$ cat src/rtl/cla_seq32.sv
// Sequential adder: one 8-bit slice reused over NBYTES cycles, LSB byte first,
// with a valid/ready request side and a held result until the consumer takes it.
module cla_seq32 #(
   parameter int unsigned NBYTES = 4
) (
   input  logic                  clk,
   input  logic                  rst,
   input  logic                  in_valid,
   output logic                  in_ready,
   input  logic [8*NBYTES-1:0]   a,
   input  logic [8*NBYTES-1:0]   b,
   input  logic                  cin,
   output logic                  out_valid,
   input  logic                  out_ready,
   output logic [8*NBYTES-1:0]   sum,
   output logic                  cout,
   output logic                  busy
);

   localparam int unsigned W  = 8 * NBYTES;
   localparam int unsigned IW = (NBYTES > 1) ? $clog2(NBYTES) : 1;
   localparam logic [IW-1:0] LAST_IDX = IW'(NBYTES - 1);

   typedef enum logic [1:0] {IDLE, ADD, DONE} state_t;

   state_t          state;
   logic [W-1:0]    op_a;
   logic [W-1:0]    op_b;
   logic            carry_reg;
   logic [IW-1:0]   idx;

   logic [IW+2:0]   byte_off;
   logic [7:0]      byte_a;
   logic [7:0]      byte_b;
   logic [8:0]      slice;

   // Shared byte slice: selected operand bytes plus the running carry
   assign byte_off = {idx, 3'b000};
   assign byte_a   = op_a[byte_off +: 8];
   assign byte_b   = op_b[byte_off +: 8];
   assign slice    = {1'b0, byte_a} + {1'b0, byte_b} + 9'(carry_reg);

   assign in_ready  = (state == IDLE);
   assign out_valid = (state == DONE);
   assign busy      = (state != IDLE);

   always_ff @(posedge clk) begin
      if (rst) begin
         state     <= IDLE;
         op_a      <= '0;
         op_b      <= '0;
         carry_reg <= 1'b0;
         idx       <= '0;
         sum       <= '0;
         cout      <= 1'b0;
      end else begin
         case (state)
            IDLE: begin
               if (in_valid) begin
                  op_a      <= a;
                  op_b      <= b;
                  carry_reg <= cin;
                  idx       <= '0;
                  state     <= ADD;
               end
            end
            ADD: begin
               sum[byte_off +: 8] <= slice[7:0];
               carry_reg          <= slice[8];
               // Final byte: capture carry-out and hold idx so it never wraps
               if (idx == LAST_IDX) begin
                  cout  <= slice[8];
                  state <= DONE;
               end else begin
                  idx <= idx + IW'(1);
               end
            end
            DONE: begin
               if (out_ready) state <= IDLE;
            end
            default: state <= IDLE;
         endcase
      end
   end

endmodule

$ cat config.mk
export PLATFORM = sky130hd
export DESIGN_NAME = cla_seq32
export DESIGN_NICKNAME = d
export VERILOG_FILES = /design/src/rtl/cla_seq32.sv
export SDC_FILE = /design/constraint.sdc
export NUM_CORES = 1
export LEC_CHECK = 0
export ABC_AREA = 1
export BUFFER_PORTS_ARGS = -buffer_cell sky130_fd_sc_hd__buf_2
export CELL_PAD_IN_SITES_DETAIL_PLACEMENT = 0
export CELL_PAD_IN_SITES_GLOBAL_PLACEMENT = 2
export CORE_MARGIN = 4
export CORE_UTILIZATION = 32
export DETAILED_ROUTE_END_ITERATION = 10
export MAX_ROUTING_LAYER = met4
export PLACE_DENSITY_LB_ADDON = 0.12
export SYNTH_ARGS = -nofsm -noshare
export SYNTH_HDL_FRONTEND = slang
export SYNTH_SLANG_ARGS = --single-unit
$ cat constraint.sdc
create_clock -name clk -period 6.1 [get_ports clk]
set_input_delay 0.61 -clock clk [delete_from_list [all_inputs] [get_ports clk]]
set_output_delay 0.61 -clock clk [all_outputs]
set_load 0.1 [all_outputs]
== After elaboration in Yosys (flattened, before gate mapping) ==
Index checks and enable logic that the tools add are counted.
Word-level totals
  register bits: 102
  bits of input ports: 69
  output and inout bits: 36
  word-level logic and storage cells: 40
Cells by class
  $add $sub $neg: 4
  equal/unequal tests: 7
  shift-type cells: 4
  mux-type cells: 10
  reductions and logical operators: 8
Operator list (number)
  $shiftx 32x6->8: 2
  $bwmux 32: 1
  $shift 8x7->32 const A: 1
  $shiftx 8x7->32: 1
  $mux 2: 5
  $add 8x8->9: 1
  $add 9x1->9: 1
  $neg 5->7: 1
  $ne 2x2->1 const B: 3
  $pmux 2 s3: 1
  $reduce_and 2->1: 3
  $reduce_and 3->1: 2
  $eq 2x2->1 const B: 2
  $pmux 2 s2: 1
  $reduce_bool 2->1: 2
  $add 2x1->2 const B: 1
  $eq 2x1->1 const B: 1
  $logic_not 2->1: 1
  $ne 2x1->1 const B: 1
  $pmux 1 s2: 1
  $mux 1: 1

== Depth between registers and ports, before layout ==
  depth in word-level cells: 5
  depth in mapped cells: 17
  mapped depth without buffers: 14

== Worst setup path before layout ==
Ideal clock, no wire load.
  kind: reg-to-output
  from: register state[1]
  to: output busy
  arrival: 2.595 ns
  path slack: 2.895 ns
  cell stages (with the launch flop): 3
  cells stage by stage: dfxtp_1 nor2_1 inv_1
Between the ends
  cells in the longest elaborated chain, start to end: 1
RTL lines
  from (decl): RTL line 26  | state_t state;
  from (signal assigned): RTL line 49  | state <= IDLE;
  from (signal assigned): RTL line 64  | state <= ADD;
  from (signal assigned): RTL line 73  | state <= DONE;
  $reduce_bool 2->1: RTL line 45  | assign busy = (state != IDLE);
  to (decl): RTL line 17  | output logic busy
No other way between the ends.

== Worst setup path in the final report ==
  from: register idx[0]
  to: register sum[14]
Between the ends
  cells in the longest elaborated chain, start to end: 5
RTL lines
  from (decl): RTL line 30  | logic [IW-1:0] idx;
  from (signal assigned): RTL line 75  | idx <= idx + IW'(1);
  $shiftx 32x6->8, on equally long branches: RTL line 39, 40
  $add 8x8->9: RTL line 41  | assign slice = {1'b0, byte_a} + {1'b0, byte_b} + 9'(carry_reg);
  $add 9x1->9: RTL line 41
  $shiftx 8x7->32: RTL line 68  | sum[byte_off +: 8] <= slice[7:0];
  $bwmux 32 (*): RTL line 68
  to (signal, indexed assignment): RTL line 68
  to (decl): RTL line 15  | output logic [8*NBYTES-1:0] sum,
Every way passes the cells marked *; elsewhere a longest branch is shown, timed or not.
A chain may end at the register's enable or synchronous reset.

==> results.toml <==
[synthesis]
synth.cell_area_um2 = 4534
syn_nets = 707
synth_top_area_cell = "dfxtp_1"
yosysMostFrequentCell = "nor2_1"
synth_area_leaders = "dfxtp_1 (45%), nor2_1 (15%), o21ai_0 (10%)"
synth_warnings = 0
async_reset_ff_frac = 0
ys_ff_latch = 102
syn_inst = 623
synthDistinctLibCells = 29
avgSynthCellArea_um2 = 7.278
synth_edf_count = 0
synth_top_area_frac = 0.4503
seq_area_frac_synth = 0.4503
synth-main-ff-cell = "dfxtp_1"
post_synth_most_frequent_cells = "nor2_1 (181), dfxtp_1 (102), o21ai_0 (94)"

[clocking]
cts_setup_buffers = 0
htreeDepth = 3
numCtsBuffers = 9
clkLatencyLatePin_ns = 0.35
postCtsHoldBufs = 0
clock_tree.root_cell = "clkbuf_16"
path_clk_slew_ns = 0.06
clock_sinks = 102
clk_path_buf_depth = 2
cts-resized-gates = 0
cts_tree = "built"

[timing]
rsz0062_at_grt = "false"
fin_crit_sh = 0.5661
setup_violations = 0
slew_headroom = 0.5263
fin_crit_ns = 3.453
worstMarginPinSlew_ns = 0.7105
setup_tns_ns = 0
fin_ws_ns = 2.647
maxSlewViolCount = 0
fmax_mhz = 289.6
hold_viol_final = 0
clock_skew_ns = 0.01185

[die]
die-area_um2 = 16140
core_area_um2 = 13880
die_h_um = 127.0
rows = 43
initial_core_util = 0.3267
ios = 105
dieWidth_um = 127.0

[placed_design]
detailedPlace.worstSlack_ns = 2.673
io_buffers = 104
dp_hpwl_um = 9938
place_congestion = 0.8727
postPlaceCellArea_um2 = 5139

[route]
wl_met1_um = 6018
met2_length_um = 6481
vias_per_cell = 4.759
dr_wl_met3_um = 500
drtAntennaViolNets = 0
wl_per_cell_um = 14.88
vias = 4226
drt-total-wl_um = 13210
dr.pass1.iters = 5
highest_layer = "met4"
drt_iter0_drc = 205
drc = 0

[pwr]
p_leak_nw = 2.383
comb_power_share = 0.236
vdd_drop_max_mv = 0.1469
power.internal_w = 0.001170
power.density_nw_per_um2 = 315.4
p_seq_frac = 0.433
p_total_w = 0.001713
p_clk_frac = 0.331
p_sw_frac = 0.3168
p_switching_w = 0.0005425

[finish]
final_util = 0.3911
final_area_um2 = 5429
largestRegisters = "op_a: 32 flops, op_b: 32 flops, sum: 32 flops"
fin_nets = 789
num_antenna_cells = 0
area_growth_pct = 19.73
drive_above_1_share = 0.1879

[worst_setup_path]
slowest_stage = "fa_1"
path_class = "reg -> reg"
required_ns = 6.37
crit_buf_inv = 3
cp-start-kind = "flop"
crit_family = "buffers and inverters"
crit_chain = "buf_4 > inv_1 > buf_4 > o21ai_0 > o22ai_1 > fa_1 > fa_1 > nand2_1 > nand2_1 > nand3_1 > nand2_1 > nand2_1 > nand3_1 > nor2_1 > nand2_1 > a21oi_1"
path_max_fanout = 46
arrival_ns = 3.73
endpoint_kind = "flop"
r2r_slack_ns = 2.65
crit_top_cell = "nand2_1"
slowest_delay_ns = 0.42

[run]
drv_cap = 0

[global_route]
grt_max_degree = 68
grt_overflow = 0
antenna_found_initial = 0
grt_pass1_wl_um = 20990
grt_pass1_vias = 4060
grt_use_total = 0.1715

[outcome]
status = "finished, final reports clean"

[worst_hold_path]
hold_class = "reg -> reg"
[cells by family after synthesis]
| kind of cell | count (synthesis) | synth area share |
|---|---|---|
| buffers and inverters | 62 | 0.05988 |
| adders and majority gates | 15 | 0.04470 |
| xor gates and xnor gates | 2 | 0.003864 |
| AOI/OAI and AO/OA | 155 | 0.1791 |
| and+or+nand+nor | 287 | 0.2621 |
| DFF | 102 | 0.4503 |
[area by class of cell]
| class | instances | area, um2 |
|---|---|---|
| clock buffers | 13 | 260.3 |
| repair buffers | 109 | 558.0 |
| well taps | 180 | 225.2 |
| inverters | 24 | 90.09 |
| fillers | 1541 | 8452 |
| multi-input cells | 459 | 2223 |
| flip-flops and latches | 102 | 2042 |
| clock inverters | 1 | 30.03 |
[cells in the final DEF, fill, tap and decap left out, types with 2 or more instances in the layout]
cell type  synthesis  routed
o22ai_1           16      16
o21ai_0           94      94
buf_2              4     104
fa_1               2       2
dfxtp_1          102     102
nand2_2            1       2
nor2_1           181     181
clkbuf_8           0       2
a21oi_1           34      34
a22oi_1            4       4
ha_1              13      13
nand4_1            9       9
nor2_4             4       4
buf_4              9       5
inv_1             23      22
o21ai_1            5       5
nand2_1           73      72
clkbuf_16          0       9
clkbuf_1          25       2
nand3_1           13      13
[per-stage QoR]
step,std cells,hold slack (ns)
floorplan,623,0.4495
global placement,874,0.4518
detailed placement,874,0.4521
CTS,888,0.4627
global route,888,0.4730
finish,888,0.4604
[layer usage]
metal | vias to the layer above | track usage
met2 | 77 | 0.2864
met4 | 0 | 0.04921
met1 | 1919 | 0.2034
met3 | 15 | 0.04682
li1 | 2215 | -
met5 | - | -
[final timing paths]
check | end | depth (start not counted) | start
worst min-delay path | sum[24] | 2 | sum[24]
worst min register to register | sum[24] | 2 | sum[24]
worst max-delay path | sum[14] | 16 | idx[0]
worst max register to register | sum[14] | 16 | idx[0]
[power by group through the flow]
stage	combinational, W	clock [W]	sequential, W
global placement	0.000404	0	0.000757
finish	0.000405	0.000567	0.000741
floorplan	0.000269	0	0.000774
detailed placement	0.000408	0	0.000757
CTS	0.000409	0.000587	0.000742
global route	0.000457	0.000611	0.000746
[worst min-delay path, delay by kind of cell, from the launching register on]
family / cells / cell delay [ns]
DFF: 1 / 0.30
and+or+nand+nor: 1 / 0.06
AOI/OAI and AO/OA: 1 / 0.05
Note: power is estimated with default switching activity, not from simulation.
